`src/rtl/keypad_pkg.sv`:
```
// Shared types and constants for the 4x4 keypad scanner: FSM states,
// per-scan result codes and the column drive patterns.
package keypad_pkg;

   localparam int KEY_W = 4;

   typedef enum logic [1:0] {
      ST_IDLE,
      ST_DEBOUNCE,
      ST_PRESSED,
      ST_RELEASE
   } state_t;

   typedef enum logic [1:0] {
      RES_NONE,
      RES_SINGLE,
      RES_MULTI
   } scan_res_t;

   localparam logic [3:0] COL_PAT0 = 4'b1110;
   localparam logic [3:0] COL_PAT1 = 4'b1101;
   localparam logic [3:0] COL_PAT2 = 4'b1011;
   localparam logic [3:0] COL_PAT3 = 4'b0111;

   function automatic logic [3:0] col_pattern(input logic [1:0] idx);
      case (idx)
         2'd0:    return COL_PAT0;
         2'd1:    return COL_PAT1;
         2'd2:    return COL_PAT2;
         default: return COL_PAT3;
      endcase
   endfunction

endpackage

```
`src/rtl/keypad_col_scan.sv`:
```
// Column scanner: slot divider, active-low column drive, row synchronizer and
// per-scan accumulation of low intersections into NONE / SINGLE / MULTI.
module keypad_col_scan
   import keypad_pkg::*;
#(
   parameter int SCAN_DIV = 100000
) (
   input  logic       clk,
   input  logic       reset,
   input  logic [3:0] row,
   output logic [3:0] col,
   output logic       scan_done,
   output logic [1:0] scan_res,
   output logic [3:0] scan_key
);

   localparam int DIV_W = (SCAN_DIV > 1) ? $clog2(SCAN_DIV) : 1;
   localparam logic [DIV_W-1:0] DIV_LAST = DIV_W'(SCAN_DIV - 1);

   logic [DIV_W-1:0] div_cnt;
   logic [1:0]       col_idx;
   logic [3:0]       row_meta;
   logic [3:0]       row_sync;
   logic [1:0]       acc_hits;
   logic [3:0]       acc_key;
   logic             slot_last;
   logic [3:0]       row_low;
   logic [1:0]       slot_hits;
   logic [1:0]       slot_row;
   logic [2:0]       hit_sum;
   logic [1:0]       tot_hits;
   logic [3:0]       next_key;

   assign slot_last = (div_cnt == DIV_LAST);
   assign row_low   = ~row_sync;

   // Hit counts saturate at 2: beyond that only "more than one" matters.
   always_comb begin
      slot_hits = 2'd0;
      slot_row  = 2'd0;
      for (int r = 3; r >= 0; r--) begin
         if (row_low[r]) begin
            slot_row = 2'(r);
            if (slot_hits != 2'd2) slot_hits = slot_hits + 2'd1;
         end
      end
      hit_sum  = 3'(acc_hits) + 3'(slot_hits);
      tot_hits = (hit_sum >= 3'd2) ? 2'd2 : hit_sum[1:0];
      next_key = (acc_hits != 2'd0) ? acc_key : {col_idx, slot_row};
   end

   always_ff @(posedge clk) begin
      if (reset) begin
         div_cnt   <= '0;
         col_idx   <= 2'd0;
         col       <= COL_PAT0;
         row_meta  <= 4'hF;
         row_sync  <= 4'hF;
         acc_hits  <= 2'd0;
         acc_key   <= 4'd0;
         scan_done <= 1'b0;
         scan_res  <= RES_NONE;
         scan_key  <= 4'd0;
      end else begin
         row_meta  <= row;
         row_sync  <= row_meta;
         scan_done <= 1'b0;
         if (slot_last) begin
            div_cnt <= '0;
            col_idx <= col_idx + 2'd1;
            col     <= col_pattern(col_idx + 2'd1);
            if (col_idx == 2'd3) begin
               scan_done <= 1'b1;
               scan_key  <= next_key;
               acc_hits  <= 2'd0;
               acc_key   <= 4'd0;
               if (tot_hits == 2'd0)      scan_res <= RES_NONE;
               else if (tot_hits == 2'd1) scan_res <= RES_SINGLE;
               else                       scan_res <= RES_MULTI;
            end else begin
               acc_hits <= tot_hits;
               acc_key  <= next_key;
            end
         end else begin
            div_cnt <= div_cnt + DIV_W'(1);
         end
      end
   end

endmodule

```
`src/rtl/keypad_scan.sv`:
```
// 4x4 keypad scanner top: debounce FSM and key outputs.
// Auto-repeat of a held key is compiled in when KEYPAD_REPEAT_EN is defined.
module keypad_scan
   import keypad_pkg::*;
#(
   parameter int SCAN_DIV       = 100000,
   parameter int DEBOUNCE_SCANS = 8,
   parameter int REPEAT_SCANS   = 125
) (
   input  logic             clk100mhz,
   input  logic             reset,
   input  logic [3:0]       row,
   output logic [3:0]       col,
   output logic [KEY_W-1:0] key_code,
   output logic             key_valid,
   output logic             key_held
);

   localparam int CNT_W = $clog2(DEBOUNCE_SCANS + 1);
   localparam logic [CNT_W-1:0] CNT_MAX = CNT_W'(DEBOUNCE_SCANS);

   state_t           state;
   state_t           state_nxt;
   logic [CNT_W-1:0] cnt;
   logic [CNT_W-1:0] cnt_nxt;
   logic [CNT_W-1:0] cnt_inc;
   logic [KEY_W-1:0] cand;
   logic [KEY_W-1:0] cand_nxt;
   logic [KEY_W-1:0] code_nxt;
   logic             valid_nxt;
   logic             held_nxt;
   logic             scan_done;
   logic [1:0]       scan_res;
   logic [3:0]       scan_key;
   logic             res_none;
   logic             res_cand;

`ifdef KEYPAD_REPEAT_EN
   localparam int REP_W = $clog2(REPEAT_SCANS + 1);
   localparam logic [REP_W-1:0] REP_MAX = REP_W'(REPEAT_SCANS);
   logic [REP_W-1:0] rep_cnt;
   logic [REP_W-1:0] rep_nxt;
`endif

   keypad_col_scan #(
      .SCAN_DIV (SCAN_DIV)
   ) u_col_scan (
      .clk       (clk100mhz),
      .reset     (reset),
      .row       (row),
      .col       (col),
      .scan_done (scan_done),
      .scan_res  (scan_res),
      .scan_key  (scan_key)
   );

   assign cnt_inc  = (cnt == CNT_MAX) ? cnt : cnt + CNT_W'(1);
   assign res_none = (scan_res == RES_NONE);
   assign res_cand = (scan_res == RES_SINGLE) && (scan_key == cand);

   always_ff @(posedge clk100mhz) begin
      if (reset) begin
         state     <= ST_IDLE;
         cnt       <= '0;
         cand      <= '0;
         key_code  <= '0;
         key_valid <= 1'b0;
         key_held  <= 1'b0;
`ifdef KEYPAD_REPEAT_EN
         rep_cnt   <= '0;
`endif
      end else begin
         state     <= state_nxt;
         cnt       <= cnt_nxt;
         cand      <= cand_nxt;
         key_code  <= code_nxt;
         key_valid <= valid_nxt;
         key_held  <= held_nxt;
`ifdef KEYPAD_REPEAT_EN
         rep_cnt   <= rep_nxt;
`endif
      end
   end

   // Transitions only happen on scan_done; MULTI never starts or extends a debounce.
   always_comb begin
      state_nxt = state;
      cnt_nxt   = cnt;
      cand_nxt  = cand;
      code_nxt  = key_code;
      valid_nxt = 1'b0;
      held_nxt  = key_held;
`ifdef KEYPAD_REPEAT_EN
      rep_nxt   = rep_cnt;
`endif
      if (scan_done) begin
         case (state)
            ST_IDLE: begin
               if (scan_res == RES_SINGLE) begin
                  cand_nxt = scan_key;
                  if (CNT_MAX <= CNT_W'(1)) begin
                     state_nxt = ST_PRESSED;
                     cnt_nxt   = '0;
                     code_nxt  = scan_key;
                     valid_nxt = 1'b1;
                     held_nxt  = 1'b1;
`ifdef KEYPAD_REPEAT_EN
                     rep_nxt   = '0;
`endif
                  end else begin
                     state_nxt = ST_DEBOUNCE;
                     cnt_nxt   = CNT_W'(1);
                  end
               end
            end
            ST_DEBOUNCE: begin
               if (res_cand) begin
                  if (cnt_inc >= CNT_MAX) begin
                     state_nxt = ST_PRESSED;
                     cnt_nxt   = '0;
                     code_nxt  = cand;
                     valid_nxt = 1'b1;
                     held_nxt  = 1'b1;
`ifdef KEYPAD_REPEAT_EN
                     rep_nxt   = '0;
`endif
                  end else begin
                     cnt_nxt = cnt_inc;
                  end
               end else begin
                  state_nxt = ST_IDLE;
                  cnt_nxt   = '0;
               end
            end
            ST_PRESSED: begin
               if (res_none) begin
                  state_nxt = ST_RELEASE;
                  cnt_nxt   = CNT_W'(1);
`ifdef KEYPAD_REPEAT_EN
                  rep_nxt   = '0;
`endif
               end
`ifdef KEYPAD_REPEAT_EN
               else if (res_cand) begin
                  if (rep_cnt >= REP_MAX - REP_W'(1)) begin
                     valid_nxt = 1'b1;
                     rep_nxt   = '0;
                  end else begin
                     rep_nxt = rep_cnt + REP_W'(1);
                  end
               end
`endif
            end
            ST_RELEASE: begin
               if (res_none) begin
                  if (cnt_inc >= CNT_MAX) begin
                     state_nxt = ST_IDLE;
                     cnt_nxt   = '0;
                     held_nxt  = 1'b0;
                  end else begin
                     cnt_nxt = cnt_inc;
                  end
               end else begin
                  state_nxt = ST_PRESSED;
                  cnt_nxt   = '0;
`ifdef KEYPAD_REPEAT_EN
                  rep_nxt   = '0;
`endif
               end
            end
            default: state_nxt = ST_IDLE;
         endcase
      end
   end

endmodule

```
`config.mk`:
```
export PLATFORM = sky130hd
export DESIGN_NAME = keypad_scan
export DESIGN_NICKNAME = d
export VERILOG_FILES = /design/src/rtl/keypad_pkg.sv /design/src/rtl/keypad_col_scan.sv /design/src/rtl/keypad_scan.sv
export SDC_FILE = /design/constraint.sdc
export NUM_CORES = 1
export LEC_CHECK = 0
export BUFFER_PORTS_ARGS = -buffer_cell sky130_fd_sc_hd__buf_2
export CORE_MARGIN = 4
export CORE_UTILIZATION = 55
export DETAILED_ROUTE_END_ITERATION = 7
export GPL_ROUTABILITY_DRIVEN = 0
export PLACE_DENSITY = 0.73
export SKIP_CTS_REPAIR_TIMING = 1
export SYNTH_ARGS = -nofsm -noshare
export SYNTH_HDL_FRONTEND = slang
export SYNTH_SLANG_ARGS = --single-unit
```
`constraint.sdc`:
```
create_clock -name clk100mhz -period 2.9 [get_ports clk100mhz]
set_input_delay 0.29 -clock clk100mhz [delete_from_list [all_inputs] [get_ports clk100mhz]]
set_output_delay 0.29 -clock clk100mhz [all_outputs]
set_load 0.005 [all_outputs]
```
==> results of run 1 <==
-- registers in the layout, summed over array words and instances (netlist names) --
name and count:
u_col_scan.scan_key 4, u_col_scan.acc_key 4, u_col_scan.acc_hits 2, cnt 4
u_col_scan.col 4, state 2, key_code 4, cand 4
u_col_scan.row_sync 4, key_held 1, u_col_scan.col_idx 2, u_col_scan.scan_done 1
u_col_scan.div_cnt 17, u_col_scan.row_meta 4, key_valid 1, u_col_scan.scan_res 2
-- final timing paths --
path | startpoint | to | slack, ns
max | u_col_scan.row_sync[2]$_SDFF_PP1_ | u_col_scan.acc_hits[0]$_SDFFE_PP0P_ | 0.23
min | row[0] | u_col_scan.row_meta[0]$_SDFF_PP1_ | 0.14
max reg2reg | u_col_scan.row_sync[2]$_SDFF_PP1_ | u_col_scan.acc_hits[0]$_SDFFE_PP0P_ | 0.23
min reg2reg | u_col_scan.row_meta[1]$_SDFF_PP1_ | u_col_scan.row_sync[1]$_SDFF_PP1_ | 0.41
-- kinds of logic (layout without fill, tap and decap cells) --
kind of cell    after synthesis  count (layout)
compound gates               39              39
simple gates                124             124
flops                        60              60
mux                          14              14
fa+ha+maj                    15              15
buf+inv                      23              46
xor+xnor                     21              21
-- cell type report --
| type | instances | area, um2 | share of cell area |
|---|---|---|---|
| timing repair buffer | 16 | 82.6 | 0.0271 |
| clock inverter | 5 | 52.6 | 0.0173 |
| multi-input combinational | 213 | 1440 | 0.473 |
| sequential | 60 | 1200 | 0.395 |
| inverter | 14 | 52.6 | 0.0173 |
| tap | 67 | 83.8 | 0.0275 |
| clock buffer | 11 | 131 | 0.0432 |
-- stage by stage --
step           hold WS (ns)  worst slack (ns)  instance area, um2  cells  total power (uW)
5_1_grt               0.128            0.0337                3040    386              1650
3_3_place_gp          0.391             0.344                2860    370               900
6_report              0.138             0.232                3040    386              1580
3_5_place_dp          0.394             0.227                2860    370               902
4_1_cts               0.124             0.216                3040    386              1600
2_1_floorplan         0.389             0.450                2740    296               888
-- synthesized netlist by cell type, types with 6 or more instances --
cell      number
mux2i_1       13
nor2_1        42
xnor2_1       10
ha_1          14
xor2_1        11
nand3_1        8
or2_2          9
clkbuf_1       6
a21oi_1       14
nand2_1       27
dfxtp_1       60
inv_1         14
and3_1         8
o21ai_0       11
nand4_1        6
-- layer usage --
layer  track usage  vias up  wire length (um)
li1              -     1046                 -
met2         0.276       26              2160
met1         0.196      933              2170
met3        0.0344        9               150
met5             0        -                 0
met4        0.0997        0               119
-- worst max-delay path, delay by kind of cell, from the launching register on --
| kind | cells | cell delay, ns |
|---|---|---|
| and+or+nand+nor | 3 | 0.47 |
| AOI/OAI and AO/OA | 2 | 0.27 |
| adders and majority gates | 4 | 1.18 |
| buffers and inverters | 2 | 0.11 |
| DFF | 1 | 0.37 |
| muxes | 1 | 0.20 |
-- power groups by stage --
| stage | combinational [uW] | clock [uW] | sequential (uW) |
|---|---|---|---|
| after floorplan | 32.4 | 0 | 855 |
| after global placement | 43.8 | 0 | 856 |
| after detailed placement | 45.5 | 0 | 856 |
| after CTS | 45.0 | 716 | 838 |
| after global routing | 51.5 | 758 | 838 |
| final | 44.1 | 702 | 838 |
==> metrics.md, run 1 <==
| Metric | Value |
|---|---|
| Num CTS Buffers | 9 |
| Peak VDD IR | 0.345 mV |
| Hold Vio Cnt, Final | 0 |
| Fin nets | 335 |
| Clock sink total | 60 |
| Warnings from Yosys | 0 |
| RSZ-0062 raised after global routing | false |
| Skew final | 0.00800 ns |
| CTS H-tree lvls | 3 |
| Post-synthesis mux area share | 0.0516 |
| Share of the synthesized area in the top cell type | 0.439 |
| Crit-path cells | inv_1 -> ha_1 -> mux2i_1 -> ha_1 -> nor2_1 -> a21oi_1 -> ha_1 -> inv_1 -> fa_1 -> nand3_1 -> or3_1 -> a21oi_1 |
| Synth Register Bits | 60 |
| Number of port buffers | 15 |
| Fill cells | 425 |
| Adder-Cell Fraction of Synth Area | 0.0713 |
| Area contributors post-synth | dfxtp_1 44%, ha_1 6.4%, nor2_1 5.8% |
| Max_slew headroom | 0.579 |
| Worst skew pair latency | 0.33 ns |
| Most frequent CP cell | ha_1 |
| Total Routing Usage GR | 0.166 |
| Synth area leader | dfxtp_1 |
| Final Routed Wirelength | 4600 um |
| Hold crit path type | primary input to register |
| Post-synthesis sequential area ratio | 0.439 |
| Largest net degree at the start of global routing | 38 |
| Post-synth EDFFs | 0 |
| Fraction of the mapped netlist area in simple logic gates | 0.248 |
| Initial antenna violation count | 0 |
| Chip height | 78.6 um |
| CP peak stage delay | 0.55 ns |
| Clock root buffer | clkbuf_8 |
| CP Max Fanout | 4 |
| FP Rows | 25 |
| Synth-to-layout area growth | 11.1% |
| First-pass GRT wire length | 8150 um |
| Mapped Cells | 296 |
| Commonest non-fill, non-tap cell in the layout | dfxtp_1 |
| Total global routing overflow | 0 |
| Pwr dens | 521 nW/um2 |
| Element type at the critical path end | register |
| Post-DP HPWL | 3290 um |
| Logic gate share of total power | 0.028 |
| TritonCTS clock tree | yes |
| Die ar. | 6170 um2 |
| Syn nets | 317 |
| Die W | 78.6 um |
| Max-Cap Viols | 0 |
| Post-route DRC | 0 |
| Count of cell types in the netlist | 44 |
| Ys flop type | dfxtp_1 |
| Switch Pwr | 342 uW |
| Post-DRT Antenna Nets | 0 |
| Largest family of logic cells by synthesized area | simple AND/OR/NAND/NOR gates |
| Drt wl/cell | 11.9 um |
| Static Leak | 0.00123 uW |
| Vias per inst | 5.22 |
| Final Cycle Share | 0.920 |
| Hold path depth | 2 |
| Cell Area, Synth | 2740 um2 |
| Arr. time, crit path | 2.94 ns |
| Worst-margin pin slew | 0.631 ns |
| Clock transition at the registers of the reported paths | 0.07 ns |
| Crit start category | register |
| Clk pwr share | 0.443 |
| Layout Utilization | 0.636 |
| Most frequent cells in the layout | 60 x dfxtp_1, 42 x nor2_1, 27 x nand2_1, 15 x buf_2 |
| Antenna Cells | 0 |
| # setup viols final | 0 |
| Synth async-reset ratio | 0 |
| Core Box Area | 4790 um2 |
| Kind of critical path | register to register |
| Crit-path slowest cell | fa_1 |
| Final Critical Period | 2.67 ns |
| Number of global-route vias before repair | 1921 |
| Synth Area in XOR/XNOR | 0.0672 |
| Vias | 2014 |
| Sequential power share | 0.529 |
| Fin Setup TNS | 0 ns |
| P_int | 1240 uW |
| Starting Density | 0.572 |
| Drt pass-1 iters | 4 |
| Ports | 16 |
| FF-to-FF path depth | 12 |
| Final Max Slew Viols | 0 |
| DRT iter0 DRCs | 95 |
| Status | completed |
| Avg Inst Size Synth | 9.25 um2 |
| CTS max path bufs | 2 |
| Layout cells sized above 1 | 0.154 |
| Worst EP required | 3.17 ns |
| Fmax | 375 MHz |
| Switching share of power | 0.216 |
| Post-synthesis compound-gate area fraction | 0.0873 |
Power figures use the tool's default switching activity.
==> run 2, diff against run 1 <==
--- a/config.mk
+++ b/config.mk
@@ -12,4 +12,5 @@
 export GPL_ROUTABILITY_DRIVEN = 0
 export PLACE_DENSITY = 0.73
+export SETUP_SLACK_MARGIN = 0.1
 export SKIP_CTS_REPAIR_TIMING = 1
 export SYNTH_ARGS = -nofsm -noshare
==> constraint.sdc (replaced) <==
create_clock -name clk100mhz -period 2.9 [get_ports clk100mhz]
set_input_delay 0.58 -clock clk100mhz [delete_from_list [all_inputs] [get_ports clk100mhz]]
set_output_delay 0.58 -clock clk100mhz [all_outputs]
set_load 0.005 [all_outputs]
==> metrics.md, run 2 (same netlist as run 1, synthesis figures left out) <==
| Metric | Value |
|---|---|
| Drt wl/cell | 11.9 um (-0.11%) |
| Status | completed |
| Hold_sp | u_col_scan.row_meta[1]$_SDFF_PP1_ |
| Crit start category | register |
| Most frequent cells in the layout | 59 x dfxtp_1, 42 x nor2_1, 27 x nand2_1, 15 x buf_2 |
| Final Cycle Share | 0.894 (-0.0265) |
| Worst EP required | 3.17 ns (about the same) |
| Fin nets | 335 (unchanged) |
| Final Routed Wirelength | 4590 um (-0.11%) |
| CTS H-tree lvls | 3 (unchanged) |
| Sequential power share | 0.529 (about the same) |
| Fill cells | 426 (+0.24%) |
| Fmax | 386 MHz (+3.0%) |
| Initial antenna violation count | 0 (unchanged) |
| Logic gate share of total power | 0.029 (about the same) |
| Metal3 WL | 125 um (-17%) |
| Final Critical Period | 2.59 ns (-0.0768 ns) |
| Place WS | 0.227 ns (unchanged) |
| Starting Density | 0.572 (unchanged) |
| Post-route DRC | 0 (unchanged) |
| Commonest non-fill, non-tap cell in the layout | dfxtp_1 |
| FP Rows | 25 (unchanged) |
| CP peak stage delay | 0.52 ns (-0.03 ns) |
| Clock root buffer | clkbuf_8 |
| Max_slew headroom | 0.578 (-0.000614) |
| Post-DRT Antenna Nets | 0 (unchanged) |
| Arr. time, crit path | 2.86 ns (-0.08 ns) |
| Kind of critical path | register to register |
| Met2 routed WL | 2160 um (about the same) |
| Vias per inst | 5.24 (+0.35%) |
| Uppermost routed layer | met4 |
| Ports | 16 (unchanged) |
| Worst skew pair latency | 0.33 ns (about the same) |
| Total Routing Usage GR | 0.166 (unchanged) |
| Chip height | 78.6 um (unchanged) |
| Number of port buffers | 15 (unchanged) |
| Max-Cap Viols | 0 (unchanged) |
| Hold path depth | 1 (-1) |
| Clock sink total | 60 (unchanged) |
| Post-DP HPWL | 3290 um (unchanged) |
| Worst-margin pin slew | 0.631 ns (+0.000919 ns) |
| Switch Pwr | 342 uW (+0.12%) |
| Element type at the critical path end | register |
| Layout cells sized above 1 | 0.160 (+0.00627) |
| Crit Reg-Reg Startpoint | u_col_scan.row_sync[3]$_SDFF_PP1_ |
| Drt pass-1 iters | 4 (unchanged) |
| Synth-to-layout area growth | 11.3% |
| Largest register by flop count | u_col_scan.div_cnt |
| P_int | 1240 uW (about the same) |
| Number of global-route vias before repair | 1921 (unchanged) |
| Hold Vio Cnt, Final | 0 (unchanged) |
| RSZ-0062 raised after global routing | false |
| # setup viols final | 0 (unchanged) |
| First-pass GRT wire length | 8150 um (unchanged) |
| Clk pwr share | 0.443 (about the same) |
| Crit-path slowest cell | fa_1 |
| CP Max Fanout | 3 (-1) |
| Area of the multi-input gates | 1440 um2 (+0.26%) |
| DRT iter0 DRCs | 94 (-1.1%) |
| Largest net degree at the start of global routing | 38 (unchanged) |
| TritonCTS clock tree | yes |
| Final WS setup | 0.309 ns (+0.0768 ns) |
| M1 WL | 2190 um (+1.1%) |
| Worst hold path endpoint | u_col_scan.row_sync[1]$_SDFF_PP1_ |
| CTS max path bufs | 2 (unchanged) |
| R2R Setup Slk | 0.31 ns (+0.08 ns) |
| Peak VDD IR | 0.345 mV (about the same) |
| Crit-path cells | inv_1 -> ha_1 -> mux2i_2 -> ha_1 -> nor2_1 -> a21oi_1 -> ha_1 -> inv_1 -> fa_1 -> nand3_1 -> or3_1 -> a21oi_1 |
| FF-to-FF path depth | 12 (unchanged) |
| Vias | 2021 (+0.35%) |
| Antenna Cells | 0 (unchanged) |
| Final hold slack | 0.408 ns (+0.270 ns) |
| Hold crit path type | register to register |
| Die W | 78.6 um (unchanged) |
| Pwr dens | 520 nW/um2 (about the same) |
| Static Leak | 0.00122 uW (-0.40%) |
| FF/Latch Area | 1200 um2 (+0.10%) |
| Clock transition at the registers of the reported paths | 0.07 ns (about the same) |
| Core Box Area | 4790 um2 (unchanged) |
| Switching share of power | 0.216 (about the same) |
| Most frequent CP cell | ha_1 |
| FF-to-FF End | u_col_scan.acc_hits[0]$_SDFFE_PP0P_ |
| Total global routing overflow | 0 (unchanged) |
| Skew final | 0.00798 ns (-0.0000119 ns) |
| Final Max Slew Viols | 0 (unchanged) |
| Die ar. | 6170 um2 (unchanged) |
| Fin Setup TNS | 0 ns (unchanged) |
| Num CTS Buffers | 9 (unchanged) |
| Setup crit start | u_col_scan.row_sync[3]$_SDFF_PP1_ |
| Max FFs per register | 17 (unchanged) |
[run 2: worst max path at each step]
stage                                     endpoint  slack, ns  depth (start not counted)
3_5_place_dp   u_col_scan.acc_hits[0]$_SDFFE_PP0P_       0.23                         12
4_1_cts        u_col_scan.acc_hits[0]$_SDFFE_PP0P_       0.22                         12
2_1_floorplan  u_col_scan.acc_hits[0]$_SDFFE_PP0P_       0.45                         12
6_report       u_col_scan.acc_hits[0]$_SDFFE_PP0P_       0.31                         12
3_3_place_gp   u_col_scan.acc_hits[0]$_SDFFE_PP0P_       0.34                         12
5_1_grt        u_col_scan.acc_hits[0]$_SDFFE_PP0P_       0.13                         12
[run 2: area by class of cell]
class	count	area share
repair buffers	16	0.0271
clock inverters	5	0.0172
inverters	14	0.0172
flip-flops and latches	60	0.394
clock buffers	11	0.0431
multi-input cells	213	0.473
well taps	67	0.0275
[run 2: stage by stage]
step | std cells | total power, uW | instance area, um2 | util
detailed placement | 370 | 902 | 2860 | 0.597
floorplan | 296 | 888 | 2740 | -
global route | 386 | 1650 | 3050 | 0.637
finish | 386 | 1590 | 3050 | 0.637
global placement | 370 | 900 | 2860 | 0.597
CTS | 386 | 1600 | 3040 | 0.636
[run 2: per-layer routing]
metal	vias up	GRT usage
met3	9	0.0344
met5	-	0
met2	21	0.276
met1	944	0.196
li1	1047	-
met4	0	0.0997
[run 2: power by group through the flow]
| stage | registers [uW] | logic (uW) | clock network (uW) |
|---|---|---|---|
| 2_1_floorplan | 855 | 32.4 | 0 |
| 6_report | 838 | 45.4 | 702 |
| 5_1_grt | 839 | 52.6 | 758 |
| 3_3_place_gp | 856 | 43.8 | 0 |
| 3_5_place_dp | 856 | 45.5 | 0 |
| 4_1_cts | 838 | 45.0 | 716 |
[run 2: worst max-delay path, delay by kind of cell, from the launching register on]
family / cells / cell delay, ns
adders and majority gates: 4 / 1.14
and+or+nand+nor: 3 / 0.47
DFF: 1 / 0.35
AOI/OAI and AO/OA: 2 / 0.27
muxes: 1 / 0.18
buffers and inverters: 2 / 0.12
==> run 3, diff against run 2 <==
Settings changed: BUFFER_PORTS_ARGS -buffer_cell sky130_fd_sc_hd__buf_2 to default, DONT_BUFFER_PORTS from default to 1, PLACE_DENSITY 0.73 to 0.7, SETUP_SLACK_MARGIN 0.1 to default.
==> metrics.md, run 3 (same netlist as run 1, synthesis figures left out) <==
| Metric | Value |
|---|---|
| Final WS setup | 0.269 ns (-0.0399 ns) |
| Core Box Area | 4790 um2 (unchanged) |
| Hold Vio Cnt, Final | 0 (unchanged) |
| Kind of critical path | register to register |
| Max-Cap Viols | 0 (unchanged) |
| Layout cells sized above 1 | 0.106 (-0.0536) |
| Most frequent cells in the layout | 60 x dfxtp_1, 42 x nor2_1, 27 x nand2_1 |
| Max FFs per register | 17 (unchanged) |
| Commonest non-fill, non-tap cell in the layout | dfxtp_1 |
| P_int | 1170 uW (-6.2%) |
| Synth-to-layout area growth | 7.08% |
| Largest net degree at the start of global routing | 39 (+2.6%) |
| Arr. time, crit path | 2.90 ns (+0.04 ns) |
| Switching share of power | 0.211 (-0.00512) |
| Fin nets | 319 (-4.8%) |
| Largest register by flop count | u_col_scan.div_cnt |
| Final Cycle Share | 0.907 (+0.0138) |
| Hold crit path type | primary input to register |
| First-pass GRT wire length | 8030 um (-1.4%) |
| Skew final | 0.00535 ns (-0.00263 ns) |
| CP Max Fanout | 4 (+1) |
| Die ar. | 6170 um2 (unchanged) |
| Worst EP required | 3.16 ns (about the same) |
| Place WS | 0.258 ns (+0.0309 ns) |
| TritonCTS clock tree | yes |
| Post-DP HPWL | 3160 um (-3.7%) |
| Starting Density | 0.572 (unchanged) |
| Worst-margin pin slew | 0.625 ns (-0.00640 ns) |
| Layout Utilization | 0.613 (-0.0241) |
| Worst path top cell family by delay | adder cells |
| FF-to-FF End | u_col_scan.acc_hits[0]$_SDFFE_PP0P_ |
| Peak VDD IR | 0.345 mV (-0.20%) |
| Crit Reg-Reg Startpoint | u_col_scan.row_sync[2]$_SDFF_PP1_ |
| Initial antenna violation count | 0 (unchanged) |
| Crit-path slowest cell | fa_1 |
| Total power | 1480 uW (-6.8%) |
| FF-to-FF path depth | 12 (unchanged) |
| Number of global-route vias before repair | 1827 (-4.9%) |
| Crit start category | register |
| Fmax | 380 MHz (-1.5%) |
| Switch Pwr | 311 uW (-9.0%) |
| Die W | 78.6 um (unchanged) |
| DRT iter0 DRCs | 61 (-35%) |
| Vias per inst | 5.25 (+0.22%) |
| Clock root buffer | clkbuf_8 |
| Drt pass-1 iters | 4 (unchanged) |
| Area after DPL | 2780 um2 (-2.9%) |
| Crit-path cells | inv_1 -> ha_1 -> mux2i_1 -> ha_1 -> nor2_1 -> a21oi_1 -> ha_1 -> inv_1 -> fa_1 -> nand3_1 -> or3_1 -> a21oi_1 |
| Ports | 16 (unchanged) |
| Pwr dens | 504 nW/um2 (-3.2%) |
| FP Rows | 25 (unchanged) |
| Clock sink total | 60 (unchanged) |
| Static Leak | 0.00115 uW (-6.1%) |
| Drt wl/cell | 12.2 um (+2.9%) |
| # setup viols final | 0 (unchanged) |
| Logic gate share of total power | 0.022 (-0.007) |
| Worst skew pair latency | 0.33 ns (about the same) |
| CTS max path bufs | 2 (unchanged) |
| Setup crit start | u_col_scan.row_sync[2]$_SDFF_PP1_ |
| Final Critical Period | 2.63 ns (+0.0400 ns) |
| CTS H-tree lvls | 3 (unchanged) |
| Antenna Cells | 0 (unchanged) |
| WP depth | 12 (unchanged) |
| Fin Setup TNS | 0 ns (unchanged) |
| Post-DRT Antenna Nets | 0 (unchanged) |
| CP bufs+invs | 2 (unchanged) |
| Total global routing overflow | 0 (unchanged) |
| Max_slew headroom | 0.582 (+0.00428) |
| Finished Cell Area | 2930 um2 (-3.8%) |
| Sequential power share | 0.568 (+0.039) |
| Num CTS Buffers | 9 (unchanged) |
| CP endpoint | u_col_scan.acc_hits[0]$_SDFFE_PP0P_ |
| Chip height | 78.6 um (unchanged) |
| Final Max Slew Viols | 0 (unchanged) |
| R2R Setup Slk | 0.27 ns (-0.04 ns) |
| Vias | 1931 (-4.5%) |
| Element type at the critical path end | register |
| Status | completed |
| RSZ-0062 raised after global routing | false |
| Clock transition at the registers of the reported paths | 0.06 ns (about the same) |
| Number of port buffers | 0 (-15) |
| CP peak stage delay | 0.54 ns (+0.02 ns) |
| Most frequent CP cell | ha_1 |
| Post-route DRC | 0 (unchanged) |
| Final Routed Wirelength | 4510 um (-1.9%) |
| Total Routing Usage GR | 0.167 (+0.000727) |
| Clk pwr share | 0.410 (-0.033) |
==> run 3: worst min path at each step <==
| stage | cells past startpoint | endpoint | slack [ns] | startpoint |
|---|---|---|---|---|
| 4_1_cts | 1 | u_col_scan.acc_hits[1]$_SDFFE_PP0P_ | 0.30 | reset |
| 2_1_floorplan | 1 | u_col_scan.row_sync[0]$_SDFF_PP1_ | 0.39 | u_col_scan.row_meta[0]$_SDFF_PP1_ |
| 5_1_grt | 1 | u_col_scan.acc_hits[1]$_SDFFE_PP0P_ | 0.30 | reset |
| 6_report | 1 | u_col_scan.acc_hits[0]$_SDFFE_PP0P_ | 0.32 | reset |
| 3_3_place_gp | 1 | u_col_scan.row_sync[0]$_SDFF_PP1_ | 0.39 | u_col_scan.row_meta[0]$_SDFF_PP1_ |
| 3_5_place_dp | 1 | u_col_scan.row_sync[0]$_SDFF_PP1_ | 0.39 | u_col_scan.row_meta[0]$_SDFF_PP1_ |
==> run 3: metal layers <==
layer	wire, um	GRT usage	vias up
li1	-	-	1009
met3	172	0.0562	5
met4	60	0.0892	0
met1	2180	0.207	894
met2	2090	0.255	23
met5	0	0	-
==> run 3: final cells by class <==
type,instances,area (um2)
inverters,14,52.6
clock buffers,11,141
fillers,416,1850
clock inverters,3,15.0
multi-input cells,213,1440
flip-flops and latches,60,1200
well taps,67,83.8
==> run 3: stage by stage <==
stage               hold WS [ns]  std cells
finish                     0.323        368
global route               0.297        368
CTS                        0.296        368
detailed placement         0.392        354
global placement           0.392        354
floorplan                  0.389        296
==> run 3: power by group through the flow <==
stage                     combinational, uW  clock (uW)  sequential, uW
after floorplan                        32.4           0             855
after global placement                 32.4           0             856
after detailed placement               33.1           0             857
after CTS                              33.6         630             838
after global routing                   38.7         671             839
final                                  32.8         606             839
==> run 3: worst register-to-register path, stage by stage, from the launching register on <==
cell and delay, ns:
dfxtp_1 0.38, inv_1 0.06, ha_1 0.28, mux2i_1 0.21, ha_1 0.18, nor2_1 0.04, a21oi_1 0.13, ha_1 0.16
inv_1 0.05, fa_1 0.54, nand3_1 0.10, or3_1 0.31, a21oi_1 0.13
